--- src/rtl/mram_req_arbiter_if.sv ---
// Requester-side and MRAM-side signal bundle for mram_req_arbiter.
// MRAM_REQ_ARB_STATS_EN adds the per-port grant and conflict counters.
interface mram_req_arbiter_if #(
    parameter int ADDR_W = 20,
    parameter int DATA_W = 16
);
    logic [1:0]        req_valid;
    logic [1:0]        req_ready;
    logic [2:0]        req0_op;
    logic [ADDR_W-1:0] req0_addr;
    logic [DATA_W-1:0] req0_wdata;
    logic [2:0]        req1_op;
    logic [ADDR_W-1:0] req1_addr;
    logic [DATA_W-1:0] req1_wdata;
    logic [1:0]        rsp_valid;
    logic [DATA_W-1:0] rsp_rdata;
    logic [2:0]        sel;
    logic              ser_addr;
    logic              ser_data;
    logic              ser_rdata;
    logic              busy;
`ifdef MRAM_REQ_ARB_STATS_EN
    logic [15:0]       grant_cnt0;
    logic [15:0]       grant_cnt1;
    logic [15:0]       conflict_cnt;

    modport slave (
        input  req_valid, req0_op, req0_addr, req0_wdata,
               req1_op, req1_addr, req1_wdata, ser_rdata,
        output req_ready, rsp_valid, rsp_rdata, sel, ser_addr, ser_data, busy,
               grant_cnt0, grant_cnt1, conflict_cnt
    );
    modport master (
        output req_valid, req0_op, req0_addr, req0_wdata,
               req1_op, req1_addr, req1_wdata, ser_rdata,
        input  req_ready, rsp_valid, rsp_rdata, sel, ser_addr, ser_data, busy,
               grant_cnt0, grant_cnt1, conflict_cnt
    );
`else
    modport slave (
        input  req_valid, req0_op, req0_addr, req0_wdata,
               req1_op, req1_addr, req1_wdata, ser_rdata,
        output req_ready, rsp_valid, rsp_rdata, sel, ser_addr, ser_data, busy
    );
    modport master (
        output req_valid, req0_op, req0_addr, req0_wdata,
               req1_op, req1_addr, req1_wdata, ser_rdata,
        input  req_ready, rsp_valid, rsp_rdata, sel, ser_addr, ser_data, busy
    );
`endif
endinterface

--- src/rtl/mram_req_arbiter.sv ---
// Round-robin two-port arbiter that serialises one request at a time onto the MRAM command path.
// Latency: nop 1, write FRAME_LEN+1, read FRAME_LEN+RD_LAT+N+1; stats counters under MRAM_REQ_ARB_STATS_EN.
module mram_req_arbiter #(
    parameter int FRAME_LEN = 22,
    parameter int ADDR_W    = 20,
    parameter int DATA_W    = 16,
    parameter int RD_LAT    = 2
) (
    input logic              clk,
    input logic              rst,
    mram_req_arbiter_if.slave bus_if
);
    localparam int HALF_W  = DATA_W / 2;
    localparam int CNT_MX1 = (FRAME_LEN > DATA_W) ? FRAME_LEN : DATA_W;
    localparam int CNT_MAX = (CNT_MX1 > RD_LAT) ? CNT_MX1 : RD_LAT;
    localparam int CNT_W   = $clog2(CNT_MAX + 1);

    typedef enum logic [2:0] {
        S_IDLE   = 3'd0,
        S_FRAME  = 3'd1,
        S_RDWAIT = 3'd2,
        S_RDCAP  = 3'd3,
        S_RESP   = 3'd4
    } state_t;

    state_t              r_state;
    state_t              w_next;
    logic [CNT_W-1:0]    r_cnt;
    logic                r_rr_ptr;
    logic                r_owner;
    logic [2:0]          r_op;
    logic [ADDR_W-1:0]   r_addr_sh;
    logic [DATA_W-1:0]   r_data_sh;
    logic [DATA_W-2:0]   r_cap;
    logic [DATA_W-1:0]   r_rdata;

    logic [1:0]          w_grant;
    logic                w_accept;
    logic                w_owner;
    logic [2:0]          w_in_op;
    logic [ADDR_W-1:0]   w_in_addr;
    logic [DATA_W-1:0]   w_in_wdata;
    logic                w_frame_end;
    logic                w_wait_end;
    logic                w_cap_last;
    logic [DATA_W-1:0]   w_cap_final;
    logic [DATA_W-1:0]   w_lane;

    // Round-robin only matters on a tie; a lone requester always wins.
    always_comb begin
        w_grant = bus_if.req_valid;
        if (bus_if.req_valid == 2'b11)
            w_grant = r_rr_ptr ? 2'b10 : 2'b01;
    end

    assign w_accept   = (r_state == S_IDLE) && (w_grant != 2'b00);
    assign w_owner    = w_grant[1];
    assign w_in_op    = w_owner ? bus_if.req1_op    : bus_if.req0_op;
    assign w_in_addr  = w_owner ? bus_if.req1_addr  : bus_if.req0_addr;
    assign w_in_wdata = w_owner ? bus_if.req1_wdata : bus_if.req0_wdata;

    assign w_frame_end = (r_cnt == CNT_W'(FRAME_LEN - 1));
    assign w_wait_end  = (r_cnt == CNT_W'(RD_LAT - 1));
    assign w_cap_last  = (r_op[2:1] == 2'b11) ? (r_cnt == CNT_W'(DATA_W - 1))
                                              : (r_cnt == CNT_W'(HALF_W - 1));
    assign w_cap_final = {r_cap, bus_if.ser_rdata};

    always_comb begin
        w_lane = w_cap_final;
        if (r_op[2:1] == 2'b01)
            w_lane = {{(DATA_W-HALF_W){1'b0}}, w_cap_final[HALF_W-1:0]};
        else if (r_op[2:1] == 2'b10)
            w_lane = {w_cap_final[HALF_W-1:0], {(DATA_W-HALF_W){1'b0}}};
    end

    always_ff @(posedge clk or posedge rst) begin
        if (rst) r_state <= S_IDLE;
        else     r_state <= w_next;
    end

    always_comb begin
        w_next           = r_state;
        bus_if.req_ready = 2'b00;
        bus_if.rsp_valid = 2'b00;
        bus_if.sel       = 3'b000;
        bus_if.ser_addr  = 1'b0;
        bus_if.ser_data  = 1'b0;
        bus_if.busy      = (r_state != S_IDLE);
        case (r_state)
            S_IDLE: begin
                bus_if.req_ready = w_grant;
                if (w_accept)
                    w_next = (w_in_op[2:1] == 2'b00) ? S_RESP : S_FRAME;
            end
            S_FRAME: begin
                bus_if.sel      = r_op;
                bus_if.ser_addr = r_addr_sh[ADDR_W-1];
                bus_if.ser_data = r_data_sh[DATA_W-1];
                if (w_frame_end)
                    w_next = r_op[0] ? S_RESP : S_RDWAIT;
            end
            S_RDWAIT: if (w_wait_end) w_next = S_RDCAP;
            S_RDCAP:  if (w_cap_last) w_next = S_RESP;
            S_RESP: begin
                bus_if.rsp_valid = r_owner ? 2'b10 : 2'b01;
                w_next           = S_IDLE;
            end
            default: w_next = S_IDLE;
        endcase
    end

    always_ff @(posedge clk or posedge rst) begin
        if (rst) begin
            r_cnt     <= '0;
            r_rr_ptr  <= 1'b0;
            r_owner   <= 1'b0;
            r_op      <= '0;
            r_addr_sh <= '0;
            r_data_sh <= '0;
            r_cap     <= '0;
            r_rdata   <= '0;
        end else begin
            r_cnt <= (w_next != r_state) ? '0 : r_cnt + 1'b1;
            if (w_accept) begin
                r_owner   <= w_owner;
                r_rr_ptr  <= ~w_owner;
                r_op      <= w_in_op;
                r_addr_sh <= w_in_addr;
                // Reads shift zeros so ser_data stays low without a separate gate.
                r_data_sh <= w_in_op[0] ? w_in_wdata : '0;
                r_cap     <= '0;
            end
            if (r_state == S_FRAME) begin
                r_addr_sh <= {r_addr_sh[ADDR_W-2:0], 1'b0};
                r_data_sh <= {r_data_sh[DATA_W-2:0], 1'b0};
            end
            if (r_state == S_RDCAP)
                r_cap <= w_cap_final[DATA_W-2:0];
            if ((w_next == S_RESP) && (r_state != S_RESP))
                r_rdata <= (r_state == S_RDCAP) ? w_lane : '0;
        end
    end

    assign bus_if.rsp_rdata = r_rdata;

`ifdef MRAM_REQ_ARB_STATS_EN
    logic [15:0] r_grant_cnt0;
    logic [15:0] r_grant_cnt1;
    logic [15:0] r_conflict_cnt;

    always_ff @(posedge clk or posedge rst) begin
        if (rst) begin
            r_grant_cnt0   <= '0;
            r_grant_cnt1   <= '0;
            r_conflict_cnt <= '0;
        end else begin
            if (w_accept && !w_owner && (r_grant_cnt0 != 16'hFFFF))
                r_grant_cnt0 <= r_grant_cnt0 + 16'd1;
            if (w_accept && w_owner && (r_grant_cnt1 != 16'hFFFF))
                r_grant_cnt1 <= r_grant_cnt1 + 16'd1;
            if ((r_state == S_IDLE) && (bus_if.req_valid == 2'b11) && (r_conflict_cnt != 16'hFFFF))
                r_conflict_cnt <= r_conflict_cnt + 16'd1;
        end
    end

    assign bus_if.grant_cnt0   = r_grant_cnt0;
    assign bus_if.grant_cnt1   = r_grant_cnt1;
    assign bus_if.conflict_cnt = r_conflict_cnt;
`endif
endmodule

--- src/flat_wrapper.sv ---
// flat-port wrapper written by rule: the top's interface ports become plain ports
module mram_req_arbiter_flat 
#(
    parameter int FRAME_LEN = 22,
    parameter int ADDR_W    = 20,
    parameter int DATA_W    = 16,
    parameter int RD_LAT    = 2
)
  (clk, rst, bus_if_req_valid, bus_if_req0_op, bus_if_req0_addr, bus_if_req0_wdata, bus_if_req1_op, bus_if_req1_addr, bus_if_req1_wdata, bus_if_ser_rdata, bus_if_req_ready, bus_if_rsp_valid, bus_if_rsp_rdata, bus_if_sel, bus_if_ser_addr, bus_if_ser_data, bus_if_busy);
  mram_req_arbiter_if #(.ADDR_W(ADDR_W), .DATA_W(DATA_W)) bus_if_i ();
  input logic clk;
  input logic rst;
  input wire logic [$bits(bus_if_i.req_valid)-1:0] bus_if_req_valid;
  input wire logic [$bits(bus_if_i.req0_op)-1:0] bus_if_req0_op;
  input wire logic [$bits(bus_if_i.req0_addr)-1:0] bus_if_req0_addr;
  input wire logic [$bits(bus_if_i.req0_wdata)-1:0] bus_if_req0_wdata;
  input wire logic [$bits(bus_if_i.req1_op)-1:0] bus_if_req1_op;
  input wire logic [$bits(bus_if_i.req1_addr)-1:0] bus_if_req1_addr;
  input wire logic [$bits(bus_if_i.req1_wdata)-1:0] bus_if_req1_wdata;
  input wire logic [$bits(bus_if_i.ser_rdata)-1:0] bus_if_ser_rdata;
  output wire logic [$bits(bus_if_i.req_ready)-1:0] bus_if_req_ready;
  output wire logic [$bits(bus_if_i.rsp_valid)-1:0] bus_if_rsp_valid;
  output wire logic [$bits(bus_if_i.rsp_rdata)-1:0] bus_if_rsp_rdata;
  output wire logic [$bits(bus_if_i.sel)-1:0] bus_if_sel;
  output wire logic [$bits(bus_if_i.ser_addr)-1:0] bus_if_ser_addr;
  output wire logic [$bits(bus_if_i.ser_data)-1:0] bus_if_ser_data;
  output wire logic [$bits(bus_if_i.busy)-1:0] bus_if_busy;
  assign bus_if_i.req_valid = bus_if_req_valid;
  assign bus_if_i.req0_op = bus_if_req0_op;
  assign bus_if_i.req0_addr = bus_if_req0_addr;
  assign bus_if_i.req0_wdata = bus_if_req0_wdata;
  assign bus_if_i.req1_op = bus_if_req1_op;
  assign bus_if_i.req1_addr = bus_if_req1_addr;
  assign bus_if_i.req1_wdata = bus_if_req1_wdata;
  assign bus_if_i.ser_rdata = bus_if_ser_rdata;
  assign bus_if_req_ready = bus_if_i.req_ready;
  assign bus_if_rsp_valid = bus_if_i.rsp_valid;
  assign bus_if_rsp_rdata = bus_if_i.rsp_rdata;
  assign bus_if_sel = bus_if_i.sel;
  assign bus_if_ser_addr = bus_if_i.ser_addr;
  assign bus_if_ser_data = bus_if_i.ser_data;
  assign bus_if_busy = bus_if_i.busy;
  mram_req_arbiter #(.FRAME_LEN(FRAME_LEN), .ADDR_W(ADDR_W), .DATA_W(DATA_W), .RD_LAT(RD_LAT)) u_core (.clk(clk), .rst(rst), .bus_if(bus_if_i));
endmodule
--- config.mk ---
export PLATFORM = sky130hd
export DESIGN_NAME = mram_req_arbiter_flat
export DESIGN_NICKNAME = d
export VERILOG_FILES = /design/src/rtl/mram_req_arbiter_if.sv /design/src/rtl/mram_req_arbiter.sv /design/src/flat_wrapper.sv
export SDC_FILE = /design/constraint.sdc
export NUM_CORES = 1
export LEC_CHECK = 0
export CAP_MARGIN = 20
export CORE_ASPECT_RATIO = 0.5
export CORE_UTILIZATION = 53
export DETAILED_ROUTE_END_ITERATION = 10
export PLACE_DENSITY = 0.86
export SYNTH_ARGS = -nofsm -noshare
export SYNTH_HDL_FRONTEND = slang
export SYNTH_SLANG_ARGS = --single-unit
--- constraint.sdc ---
create_clock -name clk -period 5 [get_ports clk]
set_clock_uncertainty 0.05 [all_clocks]
set_input_delay 1.5 -clock clk [delete_from_list [all_inputs] [get_ports clk]]
set_output_delay 1.5 -clock clk [all_outputs]
set_load 0.01 [all_outputs]
==> results of run 1 <==
## metal layers
layer  track usage, %  wire [um]
met1             30.3       4140
met2             44.4       4900
met3             7.10        437
met4             8.33        106
met5                0          0
## power groups by stage
| stage | Sequential (mW) | Clock (mW) | Combinational (mW) |
|---|---|---|---|
| final | 1.04 | 0.657 | 0.946 |
| after global routing | 1.07 | 0.696 | 1.05 |
| after CTS | 1.04 | 0.670 | 0.957 |
| after detailed placement | 1.04 | 0 | 0.939 |
| after global placement | 1.03 | 0 | 0.908 |
| after floorplan | 0.975 | 0 | 0.671 |
## area by class of cell
cell class              count  share of cell area [%]
flip-flops and latches     80                    36.0
multi-input cells         293                    35.0
repair buffers            114                    20.3
clock buffers              13                    4.68
well taps                  96                    2.16
inverters                  17                    1.17
clock inverters             3                   0.720
## cells by family (layout without fill, tap and decap cells)
group,Yosys count,in the layout,synth area share (%)
AND/OR/NAND/NOR,116,116,12.8
AO/OA/AOI/OAI,112,112,17.5
adder cells (fa/ha/maj),2,2,0.604
multiplexers,60,60,15.1
buffers and inverters,44,147,5.05
flip-flops,80,80,48.3
XOR/XNOR,3,3,0.635
## flip-flops by register name (all words and copies together) (netlist names)
register                 count
u_core.r_cnt                 5
u_core.bus_if.rsp_rdata     16
u_core.r_data_sh            16
u_core.r_addr_sh            20
u_core.r_state               3
u_core.r_cap                15
u_core.r_op                  3
u_core.r_rr_ptr              1
u_core.r_owner               1
## cell usage in the layout (no fill, tap or decap), types with 14 or more instances in the layout
cell               n
nand2_1           46
inv_1             14
nand3_1           22
mux2i_1           44
dfrtp_1           80
mux2_2            15
nor2_1            27
o21a_1            15
a22oi_1           27
o21ai_0           39
a21oi_1           18
clkdlybuf4s50_1  108
## path summary, 6_finish.rpt
kind                            slack (ps)                             from  depth (start not counted)                                 endpoint
min in group asynchronous             1550                              rst                          2  u_core.bus_if.rsp_rdata[12]$_DFFE_PP0P_
max in group asynchronous             2430                              rst                          3          u_core.r_data_sh[3]$_DFFE_PP0P_
worst max register to register        2400      u_core.r_state[2]$_DFF_PP0_                          6   u_core.bus_if.rsp_rdata[5]$_DFFE_PP0P_
worst max-delay path                   420              bus_if_req_valid[1]                          5                      bus_if_req_ready[0]
worst min-delay path                   430  u_core.r_data_sh[8]$_DFFE_PP0P_                          1          u_core.r_data_sh[9]$_DFFE_PP0P_
worst min register to register         430  u_core.r_data_sh[8]$_DFFE_PP0P_                          1          u_core.r_data_sh[9]$_DFFE_PP0P_
==> run summary, run 1 <==
OUTCOME
----------------------------------------------------------------------------------------
Result of the run                                                           finished, final reports clean

TIMING
----------------------------------------------------------------------------------------
Least setup slack across all paths after layout                                   416 ps
Final setup viols                                                                      0
Final critical path time including I/O delays and setup                          4580 ps
Pins over their slew limit                                                             0
Slew margin rel.                                                                   33.5%
Final Hold Fails                                                                       0
Share of the clock period used by the worst path after layout                      91.7%
Setup repair after global routing missed its margin                                false
Fmax                                                                             218 MHz
Slew @ Worst Pin                                                                  994 ps
Setup total negative slack                                                          0 ps
Final Hold Slack                                                                  432 ps

CLOCK NETWORK
----------------------------------------------------------------------------------------
Hold buffer count at CTS                                                               0
Clock transition at path regs                                                      60 ps
Clock Path Buffers                                                                     2
Clock latency at the later pin of the worst-skew pair                             340 ps
Setup Buffers After CTS                                                                0
CTS H-tree depth                                                                       3
TritonCTS clock tree                                                                done
CTS Sinks                                                                             80
Number of buffers added by the clock tree synthesis step                               9
Buffer type at the clock tree root                                             clkbuf_16
Resize count post-CTS                                                                  0

DIE
----------------------------------------------------------------------------------------
Number of rows created at floorplan                                                   22
Die Span Y                                                                       64.5 um
Die Wd                                                                            127 um
I/O pin count                                                                        109
Total Die Area                                                                 8190 um^2
Starting utilization of the core area                                              55.7%
CORE AREA                                                                      7430 um^2

PWR
----------------------------------------------------------------------------------------
Power share of the sequential group                                                39.3%
Leakage power                                                                    2.45 nW
Power per standard cell area                                                 476 nW/um^2
Share of total power in the clock network                                          24.9%
Maximum VDD drop                                                                0.219 mV
Combinational share of power                                                       35.8%
Overall power consumption                                                        2.64 mW
Switching Fraction                                                                 34.5%
Power Internal                                                                   1.73 mW
Psw                                                                               911 uW

PLACE
----------------------------------------------------------------------------------------
Setup Slack @ Placement                                                           418 ps
Total half-perimeter wirelength after legalization and detailed placement        6380 um
Weighted congestion at the end of routability-driven global placement              0.817
Placed cell count                                                                    600
Port Buffers                                                                         108
Placement Cell Area                                                            5260 um^2

FINISH
----------------------------------------------------------------------------------------
Total inserted antenna cells                                                           0
Area occupied by multi-input gates                                             1950 um^2
Final standard cell utilization of the core                                        74.8%
Share of post-route cells with drive strength above 1                              9.23%
Footprint of the flip-flops and latches                                        2000 um^2
Final instance area                                                            5560 um^2
Nets                                                                                 600
Filler cells                                                                         519
Area grow syn2layout                                                               34.2%
Count of placed standard cells in the final layout, fillers left out                 616

CRITICAL PATH
----------------------------------------------------------------------------------------
Cell with the largest stage delay on the worst path                         clkdlybuf4s50_1
Slowest cell delay on critical path                                               610 ps
Crit path required time                                                          3450 ps
Cell breakdown of the critical path                                         clkdlybuf4s50_1 -> inv_1 -> nor2_1 -> nor2_1 -> clkdlybuf4s50_1
Critical Path AT                                                                 3030 ps
Kind of critical path                                                             in2out
Category of cells accounting for the largest share of critical-path delay   buffers and inverters
Critical Path Source Type                                                   primary input
Biggest fanout along the worst timing path                                             4
Type of element capturing the critical path                                   output pin
Bufs and invs on worst path                                                            3

DETAILED ROUTING
----------------------------------------------------------------------------------------
Detailed router's first-iteration violation count                                    237
Avg Vias per Cell                                                                   5.56
Drt total wl                                                                     9590 um
Total number of vias                                                                3425
Detailed-route wire length per cell                                              15.6 um
Number of iterations in the first detailed-routing pass                                5
Post-route DRC                                                                         0
Number of nets still failing antenna checks after routing                              0

SYNTHESIS
----------------------------------------------------------------------------------------
Synth Instances                                                                      417
Share of flip-flops with an asynchronous set or reset                               100%
Post-synth design cell area                                                    4140 um^2
Post-synth EDFFs                                                                       0
Fraction of post-synthesis cell area in the top cell type by area                  48.3%
Dominant cells by area after synthesis                                      dfrtp_1, mux2i_1, a22oi_1
Avg Synthesized Cell Area                                                      9.93 um^2
Net count after synthesis                                                            502
Most numerous cell types in the synthesized netlist                         dfrtp_1, nand2_1, mux2i_1
Synth cell types                                                                      43
Synth Register Bits                                                                   80
Library cell with the largest summed area after synthesis                        dfrtp_1
Commonest register cell after synthesis                                          dfrtp_1
Cell with the most instances after synthesis                                     dfrtp_1
Synth warn                                                                             0
Sequential area share after synthesis                                              48.3%

GRT
----------------------------------------------------------------------------------------
Maximum number of pins on one net before global-route repair                          57
Number of antenna violations at the first check in global routing                      0
Global-route congestion overflow total                                                 0
Aggregate global-route resource usage                                              25.3%
Via count of the first global-routing pass                                          3351
First-pass GRT wire length                                                      15900 um

MIN PATH
----------------------------------------------------------------------------------------
Class of the tightest hold or removal check                                      reg2reg

FLOW RUN
----------------------------------------------------------------------------------------
MaxCap Viol Count                                                                      0

Power figures use the tool's default switching activity.
==> run 2: changes to the inputs <==
- CORE_MARGIN: default -> 2
==> run summary, run 2 (synthesized netlist as in run 1, its figures left out) <==
GRT
----------------------------------------------------------------------------------------
First-pass GRT wire length                                                      16200 um   +2.0%
Maximum number of pins on one net before global-route repair                          60   +5.3%
Aggregate global-route resource usage                                              24.8%   -0.52 points
Number of antenna violations at the first check in global routing                      0   unchanged
Via count of the first global-routing pass                                          3406   +1.6%
Global-route congestion overflow total                                                 0   unchanged

TIMING
----------------------------------------------------------------------------------------
Pins over their slew limit                                                             0   unchanged
Final Hold Slack                                                                  443 ps   +11.7 ps
Final Hold Fails                                                                       0   unchanged
Final critical path time including I/O delays and setup                          4560 ps   -25.7 ps
Setup total negative slack                                                          0 ps   unchanged
Final setup viols                                                                      0   unchanged
Share of the clock period used by the worst path after layout                      91.2%   -0.51 points
Slew margin rel.                                                                   34.2%   +0.69 points
Slew @ Worst Pin                                                                  983 ps   -10.4 ps
Setup repair after global routing missed its margin                                false
Fmax                                                                             219 MHz   +0.56%

MIN PATH
----------------------------------------------------------------------------------------
Hold path depth                                                                        1   unchanged
Class of the tightest hold or removal check                                      reg2reg
Hold path startpoint                                                        u_core.r_cnt[0]$_DFF_PP0_
Terminating pin of the worst hold path                                      u_core.r_cnt[0]$_DFF_PP0_

DETAILED ROUTING
----------------------------------------------------------------------------------------
Number of nets still failing antenna checks after routing                              0   unchanged
Number of iterations in the first detailed-routing pass                                5   unchanged
Drt total wl                                                                     9870 um   +3.0%
Total number of vias                                                                3475   +1.5%
Detailed-route wire length per cell                                              15.8 um   +1.3%
Post-route DRC                                                                         0   unchanged
Detailed router's first-iteration violation count                                    301   +27%
Avg Vias per Cell                                                                   5.55   -0.16%

CRITICAL PATH
----------------------------------------------------------------------------------------
Cell breakdown of the critical path                                         clkdlybuf4s50_1 -> inv_1 -> nor2_1 -> nor2_1 -> clkdlybuf4s50_1
Cell with the largest stage delay on the worst path                         clkdlybuf4s50_1
Critical Path AT                                                                 3010 ps   -20 ps
Reg2reg setup slack                                                              2320 ps   -80 ps
Biggest fanout along the worst timing path                                             4   unchanged
Critical Path Source Type                                                   primary input
Crit path required time                                                          3450 ps   about the same
Setup crit start                                                            bus_if_req_valid[1]
Slowest cell delay on critical path                                               610 ps   about the same
Start of the worst register-to-register path                                u_core.r_state[2]$_DFF_PP0_
Length in cells of the worst reg-to-reg path                                           5   -1
Kind of critical path                                                             in2out
Worst r2r dst                                                               u_core.bus_if.rsp_rdata[9]$_DFFE_PP0P_
Type of element capturing the critical path                                   output pin

PWR
----------------------------------------------------------------------------------------
Psw                                                                               910 uW   -0.13%
Power share of the sequential group                                                39.7%   +0.4 points
Maximum VDD drop                                                                0.242 mV   +10%
Combinational share of power                                                       36.1%   +0.3 points
Share of total power in the clock network                                          24.2%   -0.7 points
Leakage power                                                                    2.44 nW   -0.33%
Switching Fraction                                                                 34.9%   +0.39 points
Power per standard cell area                                                 469 nW/um^2   -1.5%
Power Internal                                                                   1.70 mW   -1.9%

CLOCK NETWORK
----------------------------------------------------------------------------------------
TritonCTS clock tree                                                                done
Setup Buffers After CTS                                                                0   unchanged
CTS Sinks                                                                             80   unchanged
Clock Path Buffers                                                                     2   unchanged
Buffer type at the clock tree root                                             clkbuf_16
Clock latency at the later pin of the worst-skew pair                             340 ps   about the same
Number of buffers added by the clock tree synthesis step                               9   unchanged
CTS H-tree depth                                                                       3   unchanged
Clock transition at path regs                                                      60 ps   about the same
Hold buffer count at CTS                                                               0   unchanged
Resize count post-CTS                                                                  0   unchanged

DIE
----------------------------------------------------------------------------------------
Starting utilization of the core area                                              55.5%   -0.21 points
Total Die Area                                                                 8580 um^2   +4.7%
I/O pin count                                                                        109   unchanged
Die Span Y                                                                       66.5 um   +3.1%
Die Wd                                                                            129 um   +1.6%
CORE AREA                                                                      7460 um^2   +0.37%
Number of rows created at floorplan                                                   22   unchanged

PLACE
----------------------------------------------------------------------------------------
Port Buffers                                                                         108   unchanged
Weighted congestion at the end of routability-driven global placement              0.812   -0.60%
Total half-perimeter wirelength after legalization and detailed placement        6520 um   +2.2%

FINISH
----------------------------------------------------------------------------------------
Filler cells                                                                         552   +6.4%
Footprint of the flip-flops and latches                                        2000 um^2   unchanged
Share of post-route cells with drive strength above 1                              9.07%   -0.16 points
Final standard cell utilization of the core                                        74.7%   -0.13 points
Commonest non-fill, non-tap cells in the layout                             clkdlybuf4s50_1, dfrtp_1, nand2_1
Largest register FFs                                                                  20   unchanged
Area occupied by multi-input gates                                             1950 um^2   unchanged
Total inserted antenna cells                                                           0   unchanged
Nets                                                                                 600   unchanged
Register ranked first by flip-flop count                                    u_core.r_addr_sh
Most common library cell in the layout ignoring fill and taps               clkdlybuf4s50_1
Area grow syn2layout                                                               34.5%

FLOW RUN
----------------------------------------------------------------------------------------
MaxCap Viol Count                                                                      0   unchanged

OUTCOME
----------------------------------------------------------------------------------------
Result of the run                                                           finished, final reports clean

## run 2: cell count changes in the layout (fill, tap and decap cells not counted), sizes merged
cell      previous run  this run
clkbuf              13        10
clkinvlp             0         1
## run 2: power by group through the flow
| stage | logic [mW] | registers, mW | clock network (mW) |
|---|---|---|---|
| 2_1_floorplan | 0.671 | 0.975 | 0 |
| 3_3_place_gp | 0.903 | 1.03 | 0 |
| 3_5_place_dp | 0.938 | 1.04 | 0 |
| 4_1_cts | 0.946 | 1.03 | 0.641 |
| 5_1_grt | 1.05 | 1.06 | 0.670 |
| 6_report | 0.942 | 1.04 | 0.632 |
## run 2: metrics by stage
step | setup slack, ps | cell area (um^2) | total power, mW | cells
6_report | 442 | 5570 | 2.61 | 626
5_1_grt | 340 | 5570 | 2.78 | 626
4_1_cts | 440 | 5540 | 2.62 | 625
3_5_place_dp | 432 | 5270 | 1.98 | 611
3_3_place_gp | 462 | 5270 | 1.93 | 611
2_1_floorplan | 1190 | 4140 | 1.65 | 417
## run 2: worst max path at each step
stage,to,slack (ps),cells past startpoint
global placement,bus_if_req_ready[0],460,5
detailed placement,bus_if_req_ready[0],430,5
floorplan,bus_if_req_ready[0],1190,4
global route,bus_if_req_ready[0],340,5
finish,bus_if_req_ready[0],440,5
CTS,bus_if_req_ready[0],440,5
## run 2: final cells by class
type                       instances  share of cell area (%)
sequential                        80                    35.9
multi-input combinational        293                    34.9
timing repair buffer             114                    20.6
clock buffer                      10                    4.11
tap                              108                    2.43
inverter                          17                    1.17
clock inverter                     4                   0.854
## run 2: metal layers
layer / vias up / wire length, um / global-route usage [%]
met5: - / 0 / 0
met4: 0 / 244 / 11.7
met3: 27 / 561 / 7.15
met2: 110 / 4920 / 39.6
met1: 1660 / 4150 / 31.5
li1: 1678 / - / -
## run 2: critical path: cells and delay by family
family        cells  cell delay (ps)
buf+inv           3             1210
simple gates      2              300
==> run 3: changes to the inputs <==
- CORE_UTILIZATION: 53 -> 30
- PLACE_DENSITY: 0.86 -> default
- RECOVER_POWER: default -> 25
==> run summary, run 3 (synthesized netlist as in run 1, its figures left out) <==
MIN PATH
----------------------------------------------------------------------------------------
Hold path depth                                                                        1   unchanged
Class of the tightest hold or removal check                                      reg2reg
Terminating pin of the worst hold path                                      u_core.r_data_sh[8]$_DFFE_PP0P_
Hold path startpoint                                                        u_core.r_data_sh[7]$_DFFE_PP0P_

FINISH
----------------------------------------------------------------------------------------
Area grow syn2layout                                                               37.3%
Nets                                                                                 600   unchanged
Final standard cell utilization of the core                                        42.1%   -33 points
Filler cells                                                                        1325   +140%
Total inserted antenna cells                                                           0   unchanged
Commonest non-fill, non-tap cells in the layout                             clkdlybuf4s50_1, dfrtp_1, nand2_1
Final instance area                                                            5680 um^2   +2.0%
Largest register FFs                                                                  20   unchanged
Most common library cell in the layout ignoring fill and taps               clkdlybuf4s50_1
Count of placed standard cells in the final layout, fillers left out                 696   +11%
Register ranked first by flip-flop count                                    u_core.r_addr_sh
Share of post-route cells with drive strength above 1                              9.42%   +0.35 points

GRT
----------------------------------------------------------------------------------------
First-pass GRT wire length                                                      16700 um   +2.9%
Number of antenna violations at the first check in global routing                      0   unchanged
Aggregate global-route resource usage                                              14.3%   -10 points
Global-route congestion overflow total                                                 0   unchanged
Via count of the first global-routing pass                                          3286   -3.5%
Maximum number of pins on one net before global-route repair                          57   -5.0%

CLOCK NETWORK
----------------------------------------------------------------------------------------
Clock Path Buffers                                                                     2   unchanged
Resize count post-CTS                                                                  0   unchanged
Setup Buffers After CTS                                                                0   unchanged
TritonCTS clock tree                                                                done
CTS Sinks                                                                             80   unchanged
Number of buffers added by the clock tree synthesis step                               9   unchanged
Clock latency at the later pin of the worst-skew pair                             330 ps   about the same
Buffer type at the clock tree root                                             clkbuf_16
Clock transition at path regs                                                      60 ps   about the same
CTS H-tree depth                                                                       3   unchanged
Hold buffer count at CTS                                                               0   unchanged

PWR
----------------------------------------------------------------------------------------
Overall power consumption                                                        2.67 mW   +2.4%
Power per standard cell area                                                 470 nW/um^2   +0.35%
Maximum VDD drop                                                                0.208 mV   -14%
Leakage power                                                                    2.45 nW   +0.37%

DIE
----------------------------------------------------------------------------------------
Die Wd                                                                            170 um   +32%
I/O pin count                                                                        109   unchanged
Die Span Y                                                                       87.1 um   +31%
Starting utilization of the core area                                              30.6%   -25 points
CORE AREA                                                                     13500 um^2   +81%
Total Die Area                                                                14800 um^2   +73%
Number of rows created at floorplan                                                   30   +36%

CRITICAL PATH
----------------------------------------------------------------------------------------
Slowest cell delay on critical path                                               630 ps   +20 ps
Bufs and invs on worst path                                                            3   unchanged
Category of cells accounting for the largest share of critical-path delay   buffers and inverters
Kind of critical path                                                             in2out
Start of the worst register-to-register path                                u_core.r_state[2]$_DFF_PP0_
Setup crit start                                                            bus_if_req_valid[1]
Biggest fanout along the worst timing path                                             4   unchanged
Critical Path Source Type                                                   primary input
Type of element capturing the critical path                                   output pin
Cell with the largest stage delay on the worst path                         clkdlybuf4s50_1
Length in cells of the worst reg-to-reg path                                           6   +1
Worst r2r dst                                                               u_core.bus_if.rsp_rdata[6]$_DFFE_PP0P_
Crit path required time                                                          3450 ps   about the same
Critical Path AT                                                                 3060 ps   +50 ps
Reg2reg setup slack                                                              2350 ps   +30 ps
Cell breakdown of the critical path                                         clkdlybuf4s50_1 -> inv_1 -> nor2_1 -> nor2_1 -> clkdlybuf4s50_1

OUTCOME
----------------------------------------------------------------------------------------
Violated checks                                                             max-capacitance violations, max-slew violations
Result of the run                                                           finished with violations

TIMING
----------------------------------------------------------------------------------------
Final Hold Slack                                                                  439 ps   -4.63 ps
Pins over their slew limit                                                            51   +51
Final Hold Fails                                                                       0   unchanged
Final critical path time including I/O delays and setup                          4610 ps   +55.6 ps
Final setup viols                                                                      0   unchanged
Setup total negative slack                                                          0 ps   unchanged
Setup repair after global routing missed its margin                                false
Slew margin rel.                                                                  -53.3%   -88 points
Fmax                                                                             217 MHz   -1.2%
Share of the clock period used by the worst path after layout                      92.3%   +1.1 points
Least setup slack across all paths after layout                                   386 ps   -55.6 ps
Slew @ Worst Pin                                                                 2290 ps   +1300 ps

PLACE
----------------------------------------------------------------------------------------
Setup Slack @ Placement                                                           414 ps   -18.0 ps
Port Buffers                                                                         108   unchanged
Placed cell count                                                                    680   +11%
Weighted congestion at the end of routability-driven global placement              0.778   -4.2%
Total half-perimeter wirelength after legalization and detailed placement        7110 um   +9.1%
Placement Cell Area                                                            5360 um^2   +1.8%

DETAILED ROUTING
----------------------------------------------------------------------------------------
Number of iterations in the first detailed-routing pass                                4   -1
Number of nets still failing antenna checks after routing                              0   unchanged
Drt total wl                                                                    10400 um   +5.0%
Detailed-route wire length per cell                                              14.9 um   -5.6%
Avg Vias per Cell                                                                   4.95   -11%
Post-route DRC                                                                         0   unchanged
Detailed router's first-iteration violation count                                    288   -4.3%
Total number of vias                                                                3442   -0.95%

FLOW RUN
----------------------------------------------------------------------------------------
MaxCap Viol Count                                                                      1   +1

run 3: worst max-delay path by stage:
| stage | slack, ps | cells after the start | to |
|---|---|---|---|
| after floorplan | 1190 | 4 | bus_if_req_ready[0] |
| after global placement | 440 | 5 | bus_if_req_ready[0] |
| after detailed placement | 410 | 5 | bus_if_req_ready[0] |
| after CTS | 410 | 5 | bus_if_req_ready[0] |
| after global routing | 330 | 5 | bus_if_req_ready[0] |
| final | 390 | 5 | bus_if_req_ready[0] |
run 3: cell type report:
type	instances	area (um^2)	area share, %
inverters	17	65.1	1.14
repair buffers	114	1130	19.8
multi-input cells	293	1940	34.1
well taps	176	220	3.87
clock inverters	6	92.6	1.63
flip-flops and latches	80	2000	35.2
clock buffers	10	239	4.20
run 3: worst register-to-register path, stage by stage (launching register included):
cell      delay [ps]
dfrtp_1          490
inv_2            140
nand3_1          670
or2_1            520
o211ai_4         190
buf_4            280
mux2i_1          220
run 3: metal layers:
layer | GRT usage (%) | up-vias | share of wire, %
li1 | - | 1674 | -
met1 | 18.8 | 1689 | 46
met2 | 23.9 | 73 | 49
met3 | 3.41 | 6 | 3.8
met4 | 3.57 | 0 | 0.97
met5 | 0 | - | 0
run 3: power breakdown:
part / switching [mW] / internal [mW] / leakage (nW) / total (mW)
clock network: 0.258 / 0.452 / 0.155 / 0.710
logic: 0.473 / 0.459 / 1.28 / 0.931
registers: 0.172 / 0.860 / 1.02 / 1.03
